### src/rtl/riscv_pkg.sv
// Shared encodings for the multi-cycle RISC-V control path: opcodes, func3
// values, FSM state encodings and datapath mux selects.
package riscv_pkg;

  // Major opcodes (IR[6:0])
  localparam logic [6:0] OP_LOAD   = 7'b0000011;
  localparam logic [6:0] OP_STORE  = 7'b0100011;
  localparam logic [6:0] OP_R      = 7'b0110011;
  localparam logic [6:0] OP_I      = 7'b0010011;
  localparam logic [6:0] OP_LUI    = 7'b0110111;
  localparam logic [6:0] OP_AUIPC  = 7'b0010111;
  localparam logic [6:0] OP_BRANCH = 7'b1100011;
  localparam logic [6:0] OP_JAL    = 7'b1101111;
  localparam logic [6:0] OP_JALR   = 7'b1100111;

  // Branch func3
  localparam logic [2:0] F3_BEQ  = 3'b000;
  localparam logic [2:0] F3_BNE  = 3'b001;
  localparam logic [2:0] F3_BLT  = 3'b100;
  localparam logic [2:0] F3_BGE  = 3'b101;
  localparam logic [2:0] F3_BLTU = 3'b110;
  localparam logic [2:0] F3_BGEU = 3'b111;

  // I-type shift func3 and the func7 values they accept
  localparam logic [2:0] F3_SLL  = 3'b001;
  localparam logic [2:0] F3_SR   = 3'b101;
  localparam logic [6:0] F7_ZERO = 7'b0000000;
  localparam logic [6:0] F7_ALT  = 7'b0100000;

  typedef enum logic [4:0] {
    S_FETCH     = 5'd0,
    S_DECODE    = 5'd1,
    S_MEM_ADR   = 5'd2,
    S_MEM_READ  = 5'd3,
    S_MEM_WB    = 5'd4,
    S_MEM_WRITE = 5'd5,
    S_EXEC_R    = 5'd6,
    S_EXEC_I    = 5'd7,
    S_LUI       = 5'd8,
    S_AUIPC     = 5'd9,
    S_ALU_WB    = 5'd10,
    S_BRANCH    = 5'd11,
    S_JAL       = 5'd12,
    S_JALR      = 5'd13,
    S_LINK_WB   = 5'd14,
    S_TRAP      = 5'd15,
    S_HALT      = 5'd31
  } state_e;

  typedef enum logic [1:0] {PC_ALU = 2'b00, PC_ALUOUT = 2'b01, PC_JALR = 2'b10, PC_TRAP = 2'b11} pc_src_e;
  typedef enum logic [1:0] {A_PC = 2'b00, A_RS1 = 2'b01, A_OLD_PC = 2'b10, A_ZERO = 2'b11} alu_src_a_e;
  typedef enum logic [1:0] {B_RS2 = 2'b00, B_FOUR = 2'b01, B_IMM = 2'b10} alu_src_b_e;
  typedef enum logic [1:0] {ALU_ADD = 2'b00, ALU_SUB = 2'b01, ALU_RFN = 2'b10, ALU_IFN = 2'b11} alu_op_e;
  typedef enum logic [1:0] {WB_ALU = 2'b00, WB_MDR = 2'b01, WB_PC = 2'b10} mem_to_reg_e;

  // Shift-immediate forms constrain func7; every other I-ALU func3 is legal.
  function automatic logic ialu_legal(input logic [2:0] f3, input logic [6:0] f7);
    logic ok;
    ok = 1'b1;
    if (f3 == F3_SLL) ok = (f7 == F7_ZERO);
    if (f3 == F3_SR)  ok = (f7 == F7_ZERO) || (f7 == F7_ALT);
    return ok;
  endfunction

  // func3 010 and 011 have no branch meaning.
  function automatic logic branch_legal(input logic [2:0] f3);
    return (f3 != 3'b010) && (f3 != 3'b011);
  endfunction

endpackage

### src/rtl/riscv_branch_eval.sv
// Resolves the branch condition from func3 and the ALU compare flags.
module riscv_branch_eval
  import riscv_pkg::*;
(
  input  logic [2:0] func3,
  input  logic       alu_zero,
  input  logic       alu_lt,
  input  logic       alu_ltu,
  output logic       taken
);

  // Pick the flag (or its inverse) the branch type tests.
  always_comb begin
    case (func3)
      F3_BEQ:  taken = alu_zero;
      F3_BNE:  taken = !alu_zero;
      F3_BLT:  taken = alu_lt;
      F3_BGE:  taken = !alu_lt;
      F3_BLTU: taken = alu_ltu;
      F3_BGEU: taken = !alu_ltu;
      default: taken = 1'b0;
    endcase
  end

endmodule

### src/rtl/riscv_mc_ctrl.sv
// Multi-cycle RISC-V control FSM: drives every datapath select and strobe,
// waits on the memory handshake under a watchdog, and traps or halts on
// illegal instructions.
module riscv_mc_ctrl
  import riscv_pkg::*;
#(
  parameter bit          MEM_HANDSHAKE   = 1'b1,
  parameter int unsigned MEM_TIMEOUT     = 16,
  parameter bit          HALT_ON_ILLEGAL = 1'b0,
  parameter int unsigned CNT_W           = 5
) (
  input  logic       clk,
  input  logic       rst,
  input  logic [6:0] opcode,
  input  logic [2:0] func3,
  input  logic [6:0] func7,
  input  logic       mem_ready,
  input  logic       alu_zero,
  input  logic       alu_lt,
  input  logic       alu_ltu,
  output logic       iord,
  output logic       ir_write,
  output logic       mem_read,
  output logic       mem_write,
  output logic       pc_write,
  output logic [1:0] pc_src,
  output logic [1:0] alu_src_a,
  output logic [1:0] alu_src_b,
  output logic [1:0] alu_op,
  output logic [1:0] mem_to_reg,
  output logic       reg_write,
  output logic       illegal,
  output logic       mem_timeout,
  output logic       halted,
  output logic [4:0] state_o
);

  localparam bit WD_ON = MEM_HANDSHAKE && (MEM_TIMEOUT > 0);
  localparam logic [CNT_W-1:0] WD_LAST = CNT_W'(MEM_TIMEOUT - 1);

  state_e           state;
  state_e           state_next;
  state_e           cur;
  logic [CNT_W-1:0] wd_cnt;
  logic             to_cause;
  logic             taken;
  logic             mem_done;
  logic             wait_state;
  logic             wd_expire;

  riscv_branch_eval u_branch_eval (
    .func3    (func3),
    .alu_zero (alu_zero),
    .alu_lt   (alu_lt),
    .alu_ltu  (alu_ltu),
    .taken    (taken)
  );

  // Without the handshake every access is treated as finishing in one cycle.
  assign mem_done   = mem_ready | !MEM_HANDSHAKE;
  assign wait_state = (state == S_FETCH) || (state == S_MEM_READ) || (state == S_MEM_WRITE);
  assign wd_expire  = WD_ON && wait_state && !mem_done && (wd_cnt == WD_LAST);

  // Outputs show the FETCH decode while reset is held, whatever the register holds.
  assign cur     = rst ? S_FETCH : state;
  assign state_o = cur;

  // State register and trap-cause flag.
  // NOTE: sequential state uses non-blocking assignments so every register
  // samples pre-edge values; the reset is synchronous, tested inside the edge.
  always_ff @(posedge clk) begin
    if (rst) begin
      state    <= S_FETCH;
      to_cause <= 1'b0;
    end else begin
      state    <= state_next;
      to_cause <= wd_expire;
    end
  end

  // Watchdog: restarts on any state change, counts idle cycles in wait states.
  always_ff @(posedge clk) begin
    if (rst) begin
      wd_cnt <= '0;
    end else if (state_next != state) begin
      wd_cnt <= '0;
    end else if (WD_ON && wait_state && !mem_done) begin
      wd_cnt <= wd_cnt + 1'b1;
    end
  end

  // Next-state logic; a watchdog expiry overrides the normal transition.
  always_comb begin
    state_next = S_FETCH;
    case (state)
      S_FETCH:     state_next = mem_done ? S_DECODE : S_FETCH;
      S_DECODE: begin
        case (opcode)
          OP_LOAD, OP_STORE: state_next = S_MEM_ADR;
          OP_R:              state_next = S_EXEC_R;
          OP_I:              state_next = ialu_legal(func3, func7) ? S_EXEC_I : S_TRAP;
          OP_LUI:            state_next = S_LUI;
          OP_AUIPC:          state_next = S_AUIPC;
          OP_BRANCH:         state_next = branch_legal(func3) ? S_BRANCH : S_TRAP;
          OP_JAL:            state_next = S_JAL;
          OP_JALR:           state_next = S_JALR;
          default:           state_next = S_TRAP;
        endcase
      end
      S_MEM_ADR:   state_next = (opcode == OP_STORE) ? S_MEM_WRITE : S_MEM_READ;
      S_MEM_READ:  state_next = mem_done ? S_MEM_WB : S_MEM_READ;
      S_MEM_WB:    state_next = S_FETCH;
      S_MEM_WRITE: state_next = mem_done ? S_FETCH : S_MEM_WRITE;
      S_EXEC_R, S_EXEC_I, S_LUI, S_AUIPC: state_next = S_ALU_WB;
      S_ALU_WB:    state_next = S_FETCH;
      S_BRANCH:    state_next = S_FETCH;
      S_JAL, S_JALR: state_next = S_LINK_WB;
      S_LINK_WB:   state_next = S_FETCH;
      S_TRAP:      state_next = HALT_ON_ILLEGAL ? S_HALT : S_FETCH;
      S_HALT:      state_next = S_HALT;
      default:     state_next = S_FETCH;
    endcase
    if (wd_expire) state_next = S_TRAP;
  end

  // Output decode (Moore, plus the ready- and branch-gated PC/IR strobes).
  // NOTE: every output gets a default before the case so no path infers a latch.
  always_comb begin
    iord        = 1'b0;
    ir_write    = 1'b0;
    mem_read    = 1'b0;
    mem_write   = 1'b0;
    pc_write    = 1'b0;
    pc_src      = PC_ALU;
    alu_src_a   = A_PC;
    alu_src_b   = B_RS2;
    alu_op      = ALU_ADD;
    mem_to_reg  = WB_ALU;
    reg_write   = 1'b0;
    illegal     = 1'b0;
    mem_timeout = 1'b0;
    halted      = 1'b0;
    case (cur)
      S_FETCH: begin
        mem_read  = 1'b1;
        alu_src_b = B_FOUR;
        ir_write  = mem_done;
        pc_write  = mem_done;
      end
      S_DECODE: begin
        alu_src_a = A_OLD_PC;
        alu_src_b = B_IMM;
      end
      S_MEM_ADR: begin
        alu_src_a = A_RS1;
        alu_src_b = B_IMM;
      end
      S_MEM_READ: begin
        iord     = 1'b1;
        mem_read = 1'b1;
      end
      S_MEM_WB: begin
        mem_to_reg = WB_MDR;
        reg_write  = 1'b1;
      end
      S_MEM_WRITE: begin
        iord      = 1'b1;
        mem_write = 1'b1;
      end
      S_EXEC_R: begin
        alu_src_a = A_RS1;
        alu_op    = ALU_RFN;
      end
      S_EXEC_I: begin
        alu_src_a = A_RS1;
        alu_src_b = B_IMM;
        alu_op    = ALU_IFN;
      end
      S_LUI: begin
        alu_src_a = A_ZERO;
        alu_src_b = B_IMM;
      end
      S_AUIPC: begin
        alu_src_a = A_OLD_PC;
        alu_src_b = B_IMM;
      end
      S_ALU_WB: reg_write = 1'b1;
      S_BRANCH: begin
        alu_src_a = A_RS1;
        alu_op    = ALU_SUB;
        pc_src    = PC_ALUOUT;
        pc_write  = taken;
      end
      S_JAL: begin
        pc_src   = PC_ALUOUT;
        pc_write = 1'b1;
      end
      S_JALR: begin
        alu_src_a = A_RS1;
        alu_src_b = B_IMM;
        pc_src    = PC_JALR;
        pc_write  = 1'b1;
      end
      S_LINK_WB: begin
        mem_to_reg = WB_PC;
        reg_write  = 1'b1;
      end
      S_TRAP: begin
        illegal     = !to_cause;
        mem_timeout = to_cause;
        if (!HALT_ON_ILLEGAL) begin
          pc_src   = PC_TRAP;
          pc_write = 1'b1;
        end
      end
      S_HALT:  halted = 1'b1;
      default: ;
    endcase
  end

endmodule
### config.mk
export PLATFORM = sky130hd
export DESIGN_NAME = riscv_mc_ctrl
export DESIGN_NICKNAME = d
export VERILOG_FILES = /design/src/rtl/riscv_pkg.sv /design/src/rtl/riscv_branch_eval.sv /design/src/rtl/riscv_mc_ctrl.sv
export SDC_FILE = /design/constraint.sdc
export NUM_CORES = 1
export LEC_CHECK = 0
export BUFFER_PORTS_ARGS = -buffer_cell sky130_fd_sc_hd__buf_4
export CAP_MARGIN = 20
export CORE_UTILIZATION = 51
export CTS_BUF_LIST = sky130_fd_sc_hd__clkbuf_4 sky130_fd_sc_hd__clkbuf_8
export CTS_CLUSTER_SIZE = 25
export DETAILED_ROUTE_END_ITERATION = 8
export PLACE_DENSITY = 0.82
export SLEW_MARGIN = 20
export SYNTH_ARGS = -nofsm -noshare
export SYNTH_HDL_FRONTEND = slang
export SYNTH_SLANG_ARGS = --single-unit
### constraint.sdc
create_clock -name clk -period 2.7 [get_ports clk]
set_input_delay 0 -clock clk [delete_from_list [all_inputs] [get_ports clk]]
set_output_delay 0 -clock clk [all_outputs]
set_load 0.02 [all_outputs]
==> run metrics <==
M3 GR Usage=around 5.5%; dominant synthesized flop cell=dfxtp_1; EDFF count, synth=0; Initial Utilization=56.64%; # H-tree levels=1; io pins=between 40 and 50; syn_nets=201; clock share of power=8.0%; Synthesis Warnings=0; largest net degree at the start of global routing=20; Top Usage Layer GRT=met2; Avg WL per Cell=about 16 µm; First-pass DRT Iterations=4; Placed Instances=around 240; ANT cells=0; wirelength, routed=3852 µm; f_max=406.5 MHz; crit start category=flop; RePlAce Congestion=0.8604; TritonCTS clock tree=yes; DIE AREA=0.002757 mm²; dpl hpwl=3085 µm; Critical Path Fanout Max=19; CP arrival=2640 ps; Setup Skew=approximately 3.8 ps; path type of the worst min-delay path=primary input to flop; vias after detailed routing=1490; CTS sink count=11; Power Density=~900 mW/mm²; status=finished clean; Slew HR=57.15%; switching pwr=slightly below 800 µW; met1 Usage GRT=39.55%; Die H=52.51 µm; Final Max Tran Viols=0; cells taking the most area after synthesis=dfxtp_1 17%, nor3_1 7.7%, xnor2_1 6.1%; fin util=between 70% and 80%; CTS Buffer Depth=2; min Tclk post-route=2460 ps; sequential group share of total power=19.5%; Antenna Nets Post-Route=0; share of cells above drive strength 1=30.14%; register area share after synthesis=16.92%; Sw Ratio=51.13%; maxcap violations=0; WHS=22.33 ps; # port buffers=between 40 and 50; Root Buffer=clkbuf_4; unrepaired setup endpoints after global routing=false; Distinct cells, synth=55; VDD IR-drop max=1.002 mV; period utilization=about 90%; FP Rows=17; Reg2Reg Setup Slack=between 200 and 250 ps; Final Power=roughly 1.5 mW; Final nets=245; non-filler instance count after layout=247; initial DRC count=45; P_int=747.0 µW; Die X=52.51 µm; most frequent cell after synthesis=nor3_1; worst-skew pair later-pin latency=270 ps; CTS resizes=0; Setup Fix Bufs, Post-CTS=0; post-synth top area cell=dfxtp_1; CTS clk-pin slew, worst paths=70 ps; Final Hold Viols=0; P&R area growth vs syn=30.10%; TritonCTS buffer count=3; average vias per placed instance=just over 6; worst-margin pin slew=637.9 ps; final number of setup-violating endpoints=0; Data required, critical path=2880 ps; number of global-route vias before repair=approximately 1300; Synth top area share=16.92%; LEAKAGE=0.7092 nW; hold buffer count at CTS=0; Post-route DRC=0; cell count after synthesis=176; GRT overflow=0; syn avg cell area=7.393 µm²; Synth Cell Area=roughly 0.0013 mm²; CORE AREA=0.002297 mm²; Global Route Usage Sum=a little under a third; Gate power share=72.4%; initial antenna violation count=0; Post-synth top cells=20 x nor3_1, 18 x nor2_1, 15 x nand2_1; Critical Setup Path Class=flop to flop; Setup crit end kind=flop; TNS Setup=0 ps; met2 GRT Util=around 52%; fraction of registers with async set/reset=0%; synthesized flop and latch total=11; first-pass GRT wire length=6182 µm
[state kept, by name (all words and copies together) (netlist names)]
register and flops:
wd_cnt 5, to_cause 1, state 5
[power by group through the flow]
stage	Sequential [mW]	Clock [mW]	Combinational, mW
after floorplan	0.202	0	0.900
after global placement	0.292	0	1.06
after detailed placement	0.298	0	1.10
after CTS	0.294	0.124	1.10
after global routing	0.308	0.136	1.19
final	0.299	0.123	1.11
[cells in the final DEF, fill, tap and decap left out, drive strengths merged, types with 4 or more instances in the layout]
cell    Yosys  final
xnor2       9      9
inv         7      7
nand3       4      4
and3        4      4
a21oi       5      5
nor4        9      9
nor3       22     22
o21ai       5      5
dfxtp      11     11
nor2b       9      9
buf        10     50
clkbuf      1      4
nor2       18     18
nand2      15     15
nor3b       4      4
[final timing paths]
check | end | from | cells after the start
setup / recovery | wd_cnt[4]$_SDFFE_PP0P_ | state[0]$_SDFF_PP0_ | 6
hold / removal | state[2]$_SDFF_PP0_ | rst | 2
setup reg to reg | wd_cnt[4]$_SDFFE_PP0P_ | state[0]$_SDFF_PP0_ | 6
hold reg to reg | wd_cnt[4]$_SDFFE_PP0P_ | wd_cnt[4]$_SDFFE_PP0P_ | 2
[through the flow]
stage | worst slack [ps] | cell area [µm²]
6_report | 239.9 | 1693
5_1_grt | 41.63 | 1693
4_1_cts | 281.3 | 1693
3_5_place_dp | 306.9 | 1663
3_3_place_gp | 423.2 | 1663
2_1_floorplan | 492.6 | 1301
[cell type report]
| cell class | count | area (µm²) |
|---|---|---|
| multi-input cells | 147 | 1006 |
| fillers | 212 | 604.3 |
| repair buffers | 50 | 375.4 |
| flip-flops and latches | 11 | 220.2 |
| well taps | 28 | 35.03 |
| clock buffers | 4 | 30.03 |
| inverters | 7 | 26.28 |
[per-layer routing]
layer | vias to the layer above | share of wire, % | wire [µm]
li1 | 733 | - | -
met1 | 699 | 43 | 1669
met2 | 54 | 49 | 1899
met3 | 4 | 6.5 | 250
met4 | 0 | 0.83 | 32
met5 | - | 0 | 0
[worst max-delay path: stages (launching register included)]
cell	delay, ps
dfxtp_1	720
nor2b_1	310
nand2_1	120
o21ai_1	450
o31a_1	270
o221ai_4	170
a2111oi_4	330
[kinds of logic after synthesis]
logic type                 share of synthesized area, %
and+or+nand+nor                                   46.92
AOI/OAI and AO/OA                                 18.75
buffers and inverters                             5.769
xor gates and xnor gates                          7.404
DFF                                               16.92
muxes                                             2.308
adders and majority gates                         1.923
No activity file was read; power rests on OpenSTA's default activity.
